$ cat src/rtl/adder_entry_sequencer.sv
// Operand-entry and calculate sequencer for the 4-bit adder calculator.
// Registered digit codes and LED drive are derived from the next-state values, so they line up with state.
module adder_entry_sequencer #(
  parameter int unsigned SETTLE_CYC = 2,
  parameter logic [3:0]  DASH_CODE  = 4'd10
) (
  input  logic       clk,
  input  logic       rst,
  input  logic       key_a_p,
  input  logic       key_b_p,
  input  logic       key_cal_p,
  input  logic [3:0] sw_dig,
  input  logic [4:0] sum_in,
  output logic [3:0] op_a,
  output logic [3:0] op_b,
  output logic [3:0] dig_lt,
  output logic [3:0] dig_rt,
  output logic [2:0] led,
  output logic       busy,
  output logic       err
);

  localparam logic [3:0] CNT_LAST = 4'(SETTLE_CYC - 1);

  typedef enum logic [2:0] {IDLE, A_SET, B_SET, CALC, RESULT} state_t;

  state_t     state, state_nx;
  logic [3:0] op_a_nx, op_b_nx;
  logic [3:0] cnt, cnt_nx;
  logic [4:0] result, result_nx;
  logic       err_nx;
  logic [4:0] disp_val;
  logic       dash;
  logic [4:0] rem;
  logic [3:0] lt_nx, rt_nx;
  logic [2:0] led_nx;

  always_ff @(posedge clk or negedge rst) begin
    if (!rst) begin
      state  <= IDLE;
      op_a   <= '0;
      op_b   <= '0;
      result <= '0;
      cnt    <= '0;
      dig_lt <= DASH_CODE;
      dig_rt <= DASH_CODE;
      led    <= 3'b111;
      busy   <= 1'b0;
      err    <= 1'b0;
    end else begin
      state  <= state_nx;
      op_a   <= op_a_nx;
      op_b   <= op_b_nx;
      result <= result_nx;
      cnt    <= cnt_nx;
      dig_lt <= lt_nx;
      dig_rt <= rt_nx;
      led    <= led_nx;
      busy   <= (state_nx == CALC);
      err    <= err_nx;
    end
  end

  // Key priority a > b > cal; only the winning key can raise err.
  always_comb begin
    state_nx  = state;
    op_a_nx   = op_a;
    op_b_nx   = op_b;
    result_nx = result;
    cnt_nx    = cnt;
    err_nx    = 1'b0;
    case (state)
      CALC: begin
        if (key_a_p || key_b_p || key_cal_p) err_nx = 1'b1;
        if (cnt == CNT_LAST) begin
          result_nx = sum_in;
          state_nx  = RESULT;
        end else begin
          cnt_nx = cnt + 4'd1;
        end
      end
      default: begin
        if (key_a_p) begin
          op_a_nx  = sw_dig;
          state_nx = A_SET;
        end else if (key_b_p) begin
          if (state == A_SET || state == B_SET) begin
            op_b_nx  = sw_dig;
            state_nx = B_SET;
          end else begin
            err_nx = 1'b1;
          end
        end else if (key_cal_p) begin
          if (state == B_SET) begin
            cnt_nx   = '0;
            state_nx = CALC;
          end else begin
            err_nx = 1'b1;
          end
        end
      end
    endcase
  end

  always_comb begin
    disp_val = '0;
    dash     = 1'b0;
    led_nx   = 3'b111;
    case (state_nx)
      IDLE:    disp_val = {1'b0, sw_dig};
      A_SET:   begin disp_val = {1'b0, op_a_nx}; led_nx = 3'b110; end
      B_SET:   begin disp_val = {1'b0, op_b_nx}; led_nx = 3'b100; end
      RESULT:  begin disp_val = result_nx;       led_nx = 3'b011; end
      default: dash = 1'b1;
    endcase
  end

  // Compare/subtract binary->BCD; out-of-range sums saturate the units digit at 9.
  always_comb begin
    lt_nx = '0;
    rem   = disp_val;
    if (disp_val >= 5'd30) begin
      lt_nx = 4'd3;
      rem   = disp_val - 5'd30;
    end else if (disp_val >= 5'd20) begin
      lt_nx = 4'd2;
      rem   = disp_val - 5'd20;
    end else if (disp_val >= 5'd10) begin
      lt_nx = 4'd1;
      rem   = disp_val - 5'd10;
    end
    rt_nx = (rem > 5'd9) ? 4'd9 : rem[3:0];
    if (dash) begin
      lt_nx = DASH_CODE;
      rt_nx = DASH_CODE;
    end
  end

endmodule

$ cat config.mk
export PLATFORM = sky130hd
export DESIGN_NAME = adder_entry_sequencer
export DESIGN_NICKNAME = d
export VERILOG_FILES = /design/src/rtl/adder_entry_sequencer.sv
export SDC_FILE = /design/constraint.sdc
export NUM_CORES = 1
export LEC_CHECK = 0
export CORE_MARGIN = 2
export CORE_UTILIZATION = 50
export DETAILED_ROUTE_END_ITERATION = 8
export GPL_ROUTABILITY_DRIVEN = 0
export GPL_TIMING_DRIVEN = 0
export HOLD_SLACK_MARGIN = 0.12
export PLACE_DENSITY = 0.76
export SETUP_SLACK_MARGIN = 0.3
export SLEW_MARGIN = 20
export SYNTH_ARGS = -nofsm -noshare
export SYNTH_HDL_FRONTEND = slang
export SYNTH_SLANG_ARGS = --single-unit
$ cat constraint.sdc
create_clock -name clk -period 4.5 [get_ports clk]
set_clock_uncertainty 0.1 [all_clocks]
set_input_delay 0.9 -clock clk [delete_from_list [all_inputs] [get_ports clk]]
set_output_delay 0.9 -clock clk [all_outputs]
set_load 0.005 [all_outputs]
==> key figures, run 1 <==
Outcome
  • Run status: finished clean

Synthesis
  • Most common cell in the netlist: dfrtp_1
  • Yosys cell types: 70
  • Mean Syn Cell Area: 10.4 sq um
  • Largest cells by area after synthesis: dfrtp_1 30%, dfstp_2 8.9%, ha_1 4.8%, nand2_1 4.0%, mux2i_1 3.9%
  • Yosys top cell by area: dfrtp_1
  • Synthesized Nets: 222
  • Asr flop ratio synth: 100%
  • Yosys warnings: 0
  • Flop and latch count out of synthesis: 32
  • Post-synth top flop: dfrtp_1
  • Synthesized instance count: 200
  • Post-synth EDFFs: 0
  • Most frequent cells after synthesis: 25 x dfrtp_1, 22 x nand2_1, 11 x inv_1, 10 x nand3_1
  • Yosys top cell area share: 30.2%
  • Mapped cell area: 0.00207 sq mm
  • Register area share after synthesis: 39.1%

Floorplanning
  • IO Pins: 35
  • Die width: 68.4 microns
  • Die Y: 68.4 microns
  • Die Area: 0.00468 sq mm
  • Initial Utilization: 51.8%
  • Row count: 23
  • Core box area: 0.00400 sq mm

Finish
  • Layout net count: 261
  • Filler cells: 335
  • Ant. Diodes: 0
  • Share of layout cells above drive strength 1: 22.9%
  • P&R area growth vs syn: 24.3%
  • Layout Cells excl Fill: 290

STA
  • Unrepaired setup endpoints after global routing: false
  • Final worst path period share: 88.6%
  • Worst slew pin tran: 0.695 ns
  • TNS Setup: 0 ns
  • Final slew viol count: 0
  • Fmax: 251 MHz
  • Final Hold Viols: 0
  • Relative slew slack: 53.7%
  • # setup viols final: 0
  • Final min period: 3.99 ns

Worst setup path
  • Worst Path Arrival: 4.10 ns
  • Startpoint types: input pin
  • CP max stage delay: 0.62 ns
  • R2R Path End: dig_rt[1]$_DFF_PN1_
  • Worst path cell trace: clkdlybuf4s50_1 > nand4bb_1 > a32oi_1 > mux2i_1 > o32ai_2 > nor2_4 > inv_2 > ha_1 > nand3_1 > o211ai_1 > and3_1 > or2_0 > o221a_1
  • R2R Setup Slk: 0.89 ns
  • Critical path required time: 4.61 ns
  • Kind of end point of the critical path: flop
  • Critical Path Fanout Max: 8
  • Worst reg2reg path depth: 14
  • Crit Path Class: input pin to flop
  • Slowest CP cell: clkdlybuf4s50_1
  • Crit Reg-Reg Startpoint: cnt[1]$_DFFE_PN0P_

Power and ir drop
  • Pwr Density: 780 mW/mm^2
  • Clk network pwr share: 11.6%
  • Sw Share: 41.8%
  • Psw: 840 uW
  • P_leak: 0.00114 uW
  • Register share of total power: 24.6%
  • Worst VDD drop: 0.348 mV
  • Comb power frac: 63.8%
  • Cell Int Power: 1170 uW

Min path
  • Hold path depth: 2
  • Hold path startpoint: result[0]$_DFF_PN0_
  • Hold EP: result[0]$_DFF_PN0_
  • Hold Path Class: flop to flop

Placement
  • DP Wirelength: 3.28 mm
  • # port buffers: 32
  • DP Cell Count: 282

Route
  • First-pass DRT Iterations: 4
  • Final ANT Viol Nets: 0
  • Violation count after the first detailed-route iteration: 119
  • Detailed-route via count: 1625
  • WL per Instance: 15.5 microns
  • Routed vias/inst: 5.60
  • DRC: 0
  • Final wirelength: 4.48 mm

Global route
  • Antenna violations before repair: 0
  • Pin count of the biggest net entering global routing: 33
  • GR Overflow Total: 0
  • Vias in the first global route: 1580
  • First-pass GRT wire length: 7.45 mm
  • All-Layer GR Usage: 21.6%

CTS
  • CTS Buf Count: 5
  • CTS sink cnt: 32
  • Worst-skew pair later-pin latency: 0.29 ns
  • CTS Root Buffer Type: clkbuf_8
  • Clock-pin slew on the worst setup and hold paths: 0.08 ns
  • CTS tree: built
  • Max H-tree Level: 2
  • Postcts setup bufs: 0
  • CTS max path bufs: 2

Flow run
  • Max-Cap Viols: 0
per-layer routing:
metal | vias to the layer above | wire length [microns] | GRT usage, %
li1 | 804 | - | -
met1 | 764 | 2120 | 29.4
met2 | 51 | 2100 | 34.2
met3 | 6 | 218 | 4.61
met4 | 0 | 53 | 6.75
met5 | - | 0 | 0
state kept, by name, indices dropped and copies added (netlist names), 3 cells and up:
name and flops:
dig_rt 4, state 3, dig_lt 3, led 3
op_a 4, op_b 4, result 5, cnt 4
kinds of logic (layout without fill, tap and decap cells):
logic type	count (synthesis)	after routing	synth area share (%)
other	1	1	0.181
AO/OA/AOI/OAI	52	52	20.6
multiplexers	13	13	6.76
XOR/XNOR	2	2	1.75
AND/OR/NAND/NOR	69	69	19.9
adder cells (fa/ha/maj)	8	8	4.83
flip-flops	32	32	39.1
buffers and inverters	23	63	6.88
worst max-delay path: cells and delay by family:
family / cells / cell delay [ns]
and+or+nand+nor: 5 / 1.18
AOI/OAI and AO/OA: 4 / 0.84
buffers and inverters: 2 / 0.71
muxes: 1 / 0.25
adders and majority gates: 1 / 0.20
worst max path at each step:
stage | start | end | cells after the start
3_5_place_dp | key_b_p | dig_rt[1]$_DFF_PN1_ | 12
3_3_place_gp | key_b_p | dig_rt[1]$_DFF_PN1_ | 12
4_1_cts | key_b_p | dig_rt[1]$_DFF_PN1_ | 12
5_1_grt | key_b_p | dig_rt[1]$_DFF_PN1_ | 13
2_1_floorplan | key_a_p | dig_rt[1]$_DFF_PN1_ | 13
6_report | key_b_p | dig_rt[1]$_DFF_PN1_ | 13
cell usage in the layout (no fill, tap or decap), types with 2 or more instances in the layout:
cell type	netlist	routed
ha_1	8	8
o21ai_0	8	8
nand2b_1	5	5
dfstp_2	7	7
a211oi_1	4	4
nor3_1	3	3
clkbuf_8	0	6
a21oi_1	2	2
nor2b_1	2	2
nand2_2	3	4
inv_2	2	2
buf_4	3	3
nand3_1	10	10
clkinv_2	0	2
nor3b_1	3	3
a31oi_1	4	4
nand2_1	22	21
o211a_1	2	2
mux2i_1	8	8
mux2_2	4	4
o21a_1	2	2
dfrtp_1	25	25
inv_1	11	11
o21ai_2	3	3
and3_1	2	2
clkdlybuf4s50_1	0	31
buf_6	6	6
nor2_1	3	3
o211ai_1	4	4
layout make-up:
type                       instances  area, sq um  area share (%)
tap                               50         62.6            2.43
clock buffer                       6         82.6            3.21
timing repair buffer              32          315            12.2
clock inverter                     2         10.0           0.389
sequential                        32          810            31.4
multi-input combinational        145         1150            44.8
buffer                            10         93.8            3.64
inverter                          13         48.8            1.89
per-stage QoR:
step / setup WS, ns / utilization (%) / hold slack (ns) / total power (uW) / instance area (sq um)
after detailed placement: 0.232 / 61.2 / 0.367 / 1750 / 2450
after CTS: 0.507 / 63.6 / 0.384 / 1990 / 2540
after global placement: 0.240 / 61.4 / 0.364 / 1730 / 2450
after global routing: 0.279 / 64.4 / 0.411 / 2180 / 2580
final: 0.514 / 64.4 / 0.384 / 2010 / 2580
after floorplan: 1.10 / - / 0.346 / 1390 / 2070
power by group through the flow:
stage                     registers [uW]  clock network [uW]  logic [uW]
after floorplan                      498                   0         896
after global placement               494                   0        1230
after detailed placement             499                   0        1250
after CTS                            493                 235        1260
after global routing                 507                 249        1420
final                                495                 233        1280
repair_timing:
action | in CTS | in global routing
hold endpoints to repair | 0 | 0
endpoints found under the setup margin | 0 | 3
resized for setup | 0 | 5
hold buffers | 0 | 0
Power figures use the tool's default switching activity.
==> run 2: changes to the inputs <==
DONT_BUFFER_PORTS = 1   (was default)
PLACE_DENSITY = default   (was 0.76)
SLEW_MARGIN = default   (was 20)
==> run 2 against run 1 <==
  * Clock-buffer cell count is 1 higher
  * Register-to-register slack gained 0.07 ns
  * First-iteration DRC count down 13%
==> key figures, run 2 (synthesis gave the netlist of run 1 again) <==
STA
  • Final worst path period share: 79.2%
  • Final min period: 3.57 ns
  • TNS Setup: 0 ns
  • Fmax: 280 MHz
  • Unrepaired setup endpoints after global routing: false
  • Final Hold Viols: 0
  • Relative slew slack: 61.9%
  • Worst slew pin tran: 0.557 ns
  • # setup viols final: 0
  • Final slew viol count: 0

Floorplanning
  • IO Pins: 35
  • Die Area: 0.00468 sq mm
  • Initial Utilization: 51.8%
  • Die Y: 68.4 microns
  • Row count: 23
  • Core box area: 0.00400 sq mm
  • Die width: 68.4 microns

Route
  • Routed vias/inst: 5.98
  • Violation count after the first detailed-route iteration: 104
  • First-pass DRT Iterations: 4
  • Detailed-route via count: 1543
  • DRC: 0
  • WL per Instance: 16.8 microns
  • Final wirelength: 4.35 mm
  • Final ANT Viol Nets: 0

CTS
  • CTS Root Buffer Type: clkbuf_8
  • Clock-pin slew on the worst setup and hold paths: 0.07 ns
  • CTS tree: built
  • CTS Buf Count: 5
  • Max H-tree Level: 2
  • CTS sink cnt: 32
  • CTS max path bufs: 2
  • Worst-skew pair later-pin latency: 0.28 ns
  • Postcts setup bufs: 0
  • CTS resizes: 0
  • Hold_buf cts: 0

Finish
  • Filler cells: 350
  • Layout net count: 229
  • Fin util: 55.7%
  • Most flop-heavy register: result
  • Max FFs per register: 5
  • Multi-input gate area: 0.00112 sq mm
  • Share of layout cells above drive strength 1: 24.0%
  • Commonest non-fill, non-tap cells in the layout: 25 x dfrtp_1, 22 x nand2_1, 11 x inv_1, 10 x nand3_1
  • Most common cell after layout, fill and taps aside: dfrtp_1
  • Ant. Diodes: 0
  • Design Area, Final: 0.00223 sq mm
  • Sequential Area: 810 sq um
  • P&R area growth vs syn: 7.55%

Power and ir drop
  • Pwr Density: 824 mW/mm^2
  • Cell Int Power: 1030 uW
  • P_leak: 0.00100 uW
  • Sw Share: 43.7%
  • Comb power frac: 59.6%
  • Worst VDD drop: 0.427 mV
  • Clk network pwr share: 12.4%
  • Register share of total power: 28.0%
  • Psw: 802 uW

Worst setup path
  • Critical path required time: 4.62 ns
  • Critical Path Fanout Max: 9
  • Slowest CP cell: o2111ai_1
  • Delay-heaviest family, CP: compound AO/OA/AOI/OAI gates
  • Startpoint types: input pin
  • Worst Path Arrival: 3.69 ns
  • Worst reg2reg path depth: 14
  • CP Depth: 12
  • Buffers plus inverters on the worst setup path: 2
  • CP max stage delay: 0.40 ns
  • Kind of end point of the critical path: flop
  • Worst path cell trace: buf_6 > nand4bb_1 > o311ai_2 > o2111ai_1 > nand2b_1 > o221a_2 > inv_2 > ha_1 > nand3_1 > a31o_1 > a211oi_2 > o221a_1
  • Crit Path Class: input pin to flop

Global route
  • Antenna violations before repair: 0
  • GR Overflow Total: 0
  • Pin count of the biggest net entering global routing: 33
  • First-pass GRT wire length: 7.22 mm
  • All-Layer GR Usage: 21.0%
  • Vias in the first global route: 1471

Min path
  • Hold Path Class: input pin to async pin

Placement
  • Dpl cell area: 0.00213 sq mm
  • DP Wirelength: 3.30 mm
  • # port buffers: 0

Flow run
  • Max-Cap Viols: 0

Outcome
  • Run status: finished clean
## run 2: metrics by stage
| stage | hold slack, ns | worst slack (ns) | total power, uW | instances |
|---|---|---|---|---|
| 6_report | 0.212 | 0.934 | 1840 | 258 |
| 5_1_grt | 0.189 | 0.738 | 1990 | 258 |
| 4_1_cts | 0.200 | 0.959 | 1840 | 258 |
| 3_5_place_dp | 0.370 | 0.713 | 1610 | 250 |
| 3_3_place_gp | 0.375 | 0.734 | 1580 | 250 |
| 2_1_floorplan | 0.346 | 1.10 | 1390 | 200 |
## run 2: cell type report
type | instances | area share (%)
Buffer | 10 | 4.21
Clock buffer | 7 | 3.87
Clock inverter | 1 | 0.337
Inverter | 13 | 2.19
Multi-Input combinational cell | 145 | 50.3
Sequential cell | 32 | 36.3
Tap cell | 50 | 2.81
## run 2: final timing paths
check                                            to  slack (ns)                start
worst max-delay path            dig_rt[1]$_DFF_PN1_        0.93              key_a_p
worst min-delay path            result[3]$_DFF_PN0_        0.21                  rst
worst max register to register  dig_rt[1]$_DFF_PN1_        0.96   cnt[1]$_DFFE_PN0P_
worst min register to register  result[3]$_DFF_PN0_        0.39  result[3]$_DFF_PN0_
max in group asynchronous          led[1]$_DFF_PN1_        3.91                  rst
min in group clk                result[3]$_DFF_PN0_        0.39  result[3]$_DFF_PN0_
## run 2: layer usage
metal	share of wire [%]	GRT usage, %
met5	0	0
met4	1.6	6.50
met3	5.4	5.59
met2	46	30.5
met1	47	30.3
## run 2: power groups by stage
| stage | Sequential, uW | Combinational, uW | Clock, uW |
|---|---|---|---|
| detailed placement | 522 | 1080 | 0 |
| global placement | 518 | 1060 | 0 |
| CTS | 517 | 1090 | 236 |
| global route | 529 | 1210 | 253 |
| floorplan | 498 | 896 | 0 |
| finish | 514 | 1090 | 227 |
==> run 3: changes to the inputs <==
PLACE_DENSITY = 0.68   (was default)
clock period = 3.2 ns   (was 4.5 ns; I/O delays follow)
==> run 3 against run 2 <==
  * The flow now finishes with violations (setup timing)
  * Flip-flop and latch count unchanged
  * Worst hold slack improved by 0.16 ns
  * Register-to-register slack got worse by 1.1 ns
  * Sequential share of layout area decreased by 5.5 points
  * Cell area increased by 18%
  * Sequential power increased by 42%
  * Largest power group unchanged
  * Clock-buffer cell count decreased by 2
  * Global-route usage increased by 2.1 points
  * Worst setup slack got worse by 1.1 ns
  * Final cell count increased by 6.2%
  * Utilization increased by 9.9 points
  * Total power increased by 77%
==> key figures, run 3 (synthesis gave the netlist of run 1 again) <==
Global route
  • All-Layer GR Usage: 23.1%
  • GR Overflow Total: 0
  • First-pass GRT wire length: 7.81 mm
  • Pin count of the biggest net entering global routing: 33
  • Antenna violations before repair: 0
  • Vias in the first global route: 1545

Worst setup path
  • Worst path cell trace: inv_2 > ha_2 > or3b_4 > nor2_4 > mux2_4 > nand2b_4 > o221a_4 > inv_6 > ha_4 > a21o_4 > o21a_1 > a21oi_2 > o2bb2ai_4 > and4_1
  • Critical path required time: 3.32 ns
  • Slowest CP cell: or3b_4
  • CP max stage delay: 0.43 ns
  • Critical Path Fanout Max: 5
  • Worst Path Arrival: 3.44 ns
  • Startpoint types: flop
  • Crit Path Class: flop to flop
  • Kind of end point of the critical path: flop

STA
  • Worst slew pin tran: 0.465 ns
  • Unrepaired setup endpoints after global routing: true
  • Setup ws final: -0.129 ns
  • Final worst path period share: 104%
  • # setup viols final: 4
  • Final slew viol count: 0
  • Worst hold slack: 0.371 ns
  • Relative slew slack: 68.2%
  • Fmax: 300 MHz
  • Final Hold Viols: 0
  • Final min period: 3.33 ns

Placement
  • Dpl cell area: 0.00222 sq mm
  • # port buffers: 0
  • DP Cell Count: 250
  • DP Wirelength: 3.51 mm
  • Pre-CTS setup slack: -0.221 ns

Route
  • Detailed-route via count: 1651
  • Final ANT Viol Nets: 0
  • Violation count after the first detailed-route iteration: 130
  • WL per Instance: 19.0 microns
  • Routed vias/inst: 6.03
  • First-pass DRT Iterations: 4
  • Final wirelength: 5.20 mm
  • DRC: 0

CTS
  • Worst-skew pair later-pin latency: 0.28 ns
  • CTS Buf Count: 5
  • CTS max path bufs: 2
  • CTS sink cnt: 32
  • Clock-pin slew on the worst setup and hold paths: 0.07 ns
  • Max H-tree Level: 2
  • CTS Root Buffer Type: clkbuf_8
  • CTS tree: built

Flow run
  • Max-Cap Viols: 0

Power and ir drop
  • P_leak: 0.00113 uW
  • Pwr Density: 1240 mW/mm^2
  • Worst VDD drop: 0.767 mV

Finish
  • Layout net count: 245
  • Ant. Diodes: 0
  • Most common cell after layout, fill and taps aside: dfrtp_1
  • Max FFs per register: 5
  • Fin util: 65.7%
  • Most flop-heavy register: result
  • Share of layout cells above drive strength 1: 39.7%
  • Layout Cells excl Fill: 274
  • P&R area growth vs syn: 26.8%
  • Commonest non-fill, non-tap cells in the layout: 24 x dfrtp_1, 21 x nand2_1, 17 x buf_4, 9 x inv_1, 9 x nand3_1
  • Sequential Area: 811 sq um
  • Filler cells: 307
  • Multi-input gate area: 0.00136 sq mm
  • Design Area, Final: 0.00263 sq mm

Floorplanning
  • Die Area: 0.00468 sq mm
  • Die width: 68.4 microns
  • Row count: 23
  • IO Pins: 35
  • Initial Utilization: 51.8%
  • Die Y: 68.4 microns
  • Core box area: 0.00400 sq mm

Outcome
  • Run status: finished with violations
  • Failing checks: setup timing

Min path
  • Hold Path Class: input pin to flop
[run 3: per-stage QoR]
step / TNS (ns) / power (uW)
5_1_grt: -0.892 / 3470
3_3_place_gp: -0.324 / 2310
4_1_cts: -0.000993 / 3000
3_5_place_dp: -0.698 / 2370
2_1_floorplan: 0 / 2060
6_report: -0.456 / 3250
[run 3: timing repair]
action                                  4_1_cts  5_1_grt
endpoints found under the setup margin        4        5
hold endpoints to repair                     32        0
gates resized for setup                      14       13
setup buffers                                10        4
pin swaps                                    13       15
hold buffers                                  2        0
[run 3: worst paths after layout]
kind	start	to	slack, ns	cells past startpoint
setup / recovery	cnt[1]$_DFFE_PN0P_	dig_rt[2]$_DFF_PN0_	-0.13	14
hold / removal	sum_in[0]	result[0]$_DFF_PN0_	0.37	2
setup reg to reg	cnt[1]$_DFFE_PN0P_	dig_rt[2]$_DFF_PN0_	-0.13	14
hold reg to reg	result[0]$_DFF_PN0_	result[0]$_DFF_PN0_	0.39	2
max in group asynchronous	rst	dig_rt[1]$_DFF_PN1_	2.07	2
min in group asynchronous	rst	result[3]$_DFF_PN0_	0.69	2
[run 3: final cells by class]
| type | count | area share, % |
|---|---|---|
| buffer | 10 | 3.57 |
| inverter | 13 | 2.05 |
| clock buffer | 5 | 2.62 |
| multi-input combinational | 145 | 51.7 |
| sequential | 32 | 30.9 |
| timing repair buffer | 16 | 5.15 |
| tap | 50 | 2.38 |
| clock inverter | 3 | 1.62 |
[run 3: critical path: cells and delay by family (launching register included)]
kind	cells	cell delay, ns
flip-flops	1	0.39
AO/OA/AOI/OAI	5	1.06
adder cells (fa/ha/maj)	2	0.33
buffers and inverters	2	0.12
AND/OR/NAND/NOR	4	0.90
multiplexers	1	0.35
[run 3: metal layers]
layer  vias up  routed length [microns]  track usage (%)
met5         -                        0                0
li1        777                        -                -
met4         0                       63             7.50
met3         7                      383             6.91
met1       806                     2200             31.4
met2        61                     2550             35.3
[run 3: where the power goes]
group          internal (uW)  switching, uW
sequential               616            114
combinational            990           1140
clock                    230            157
total                   1840           1410
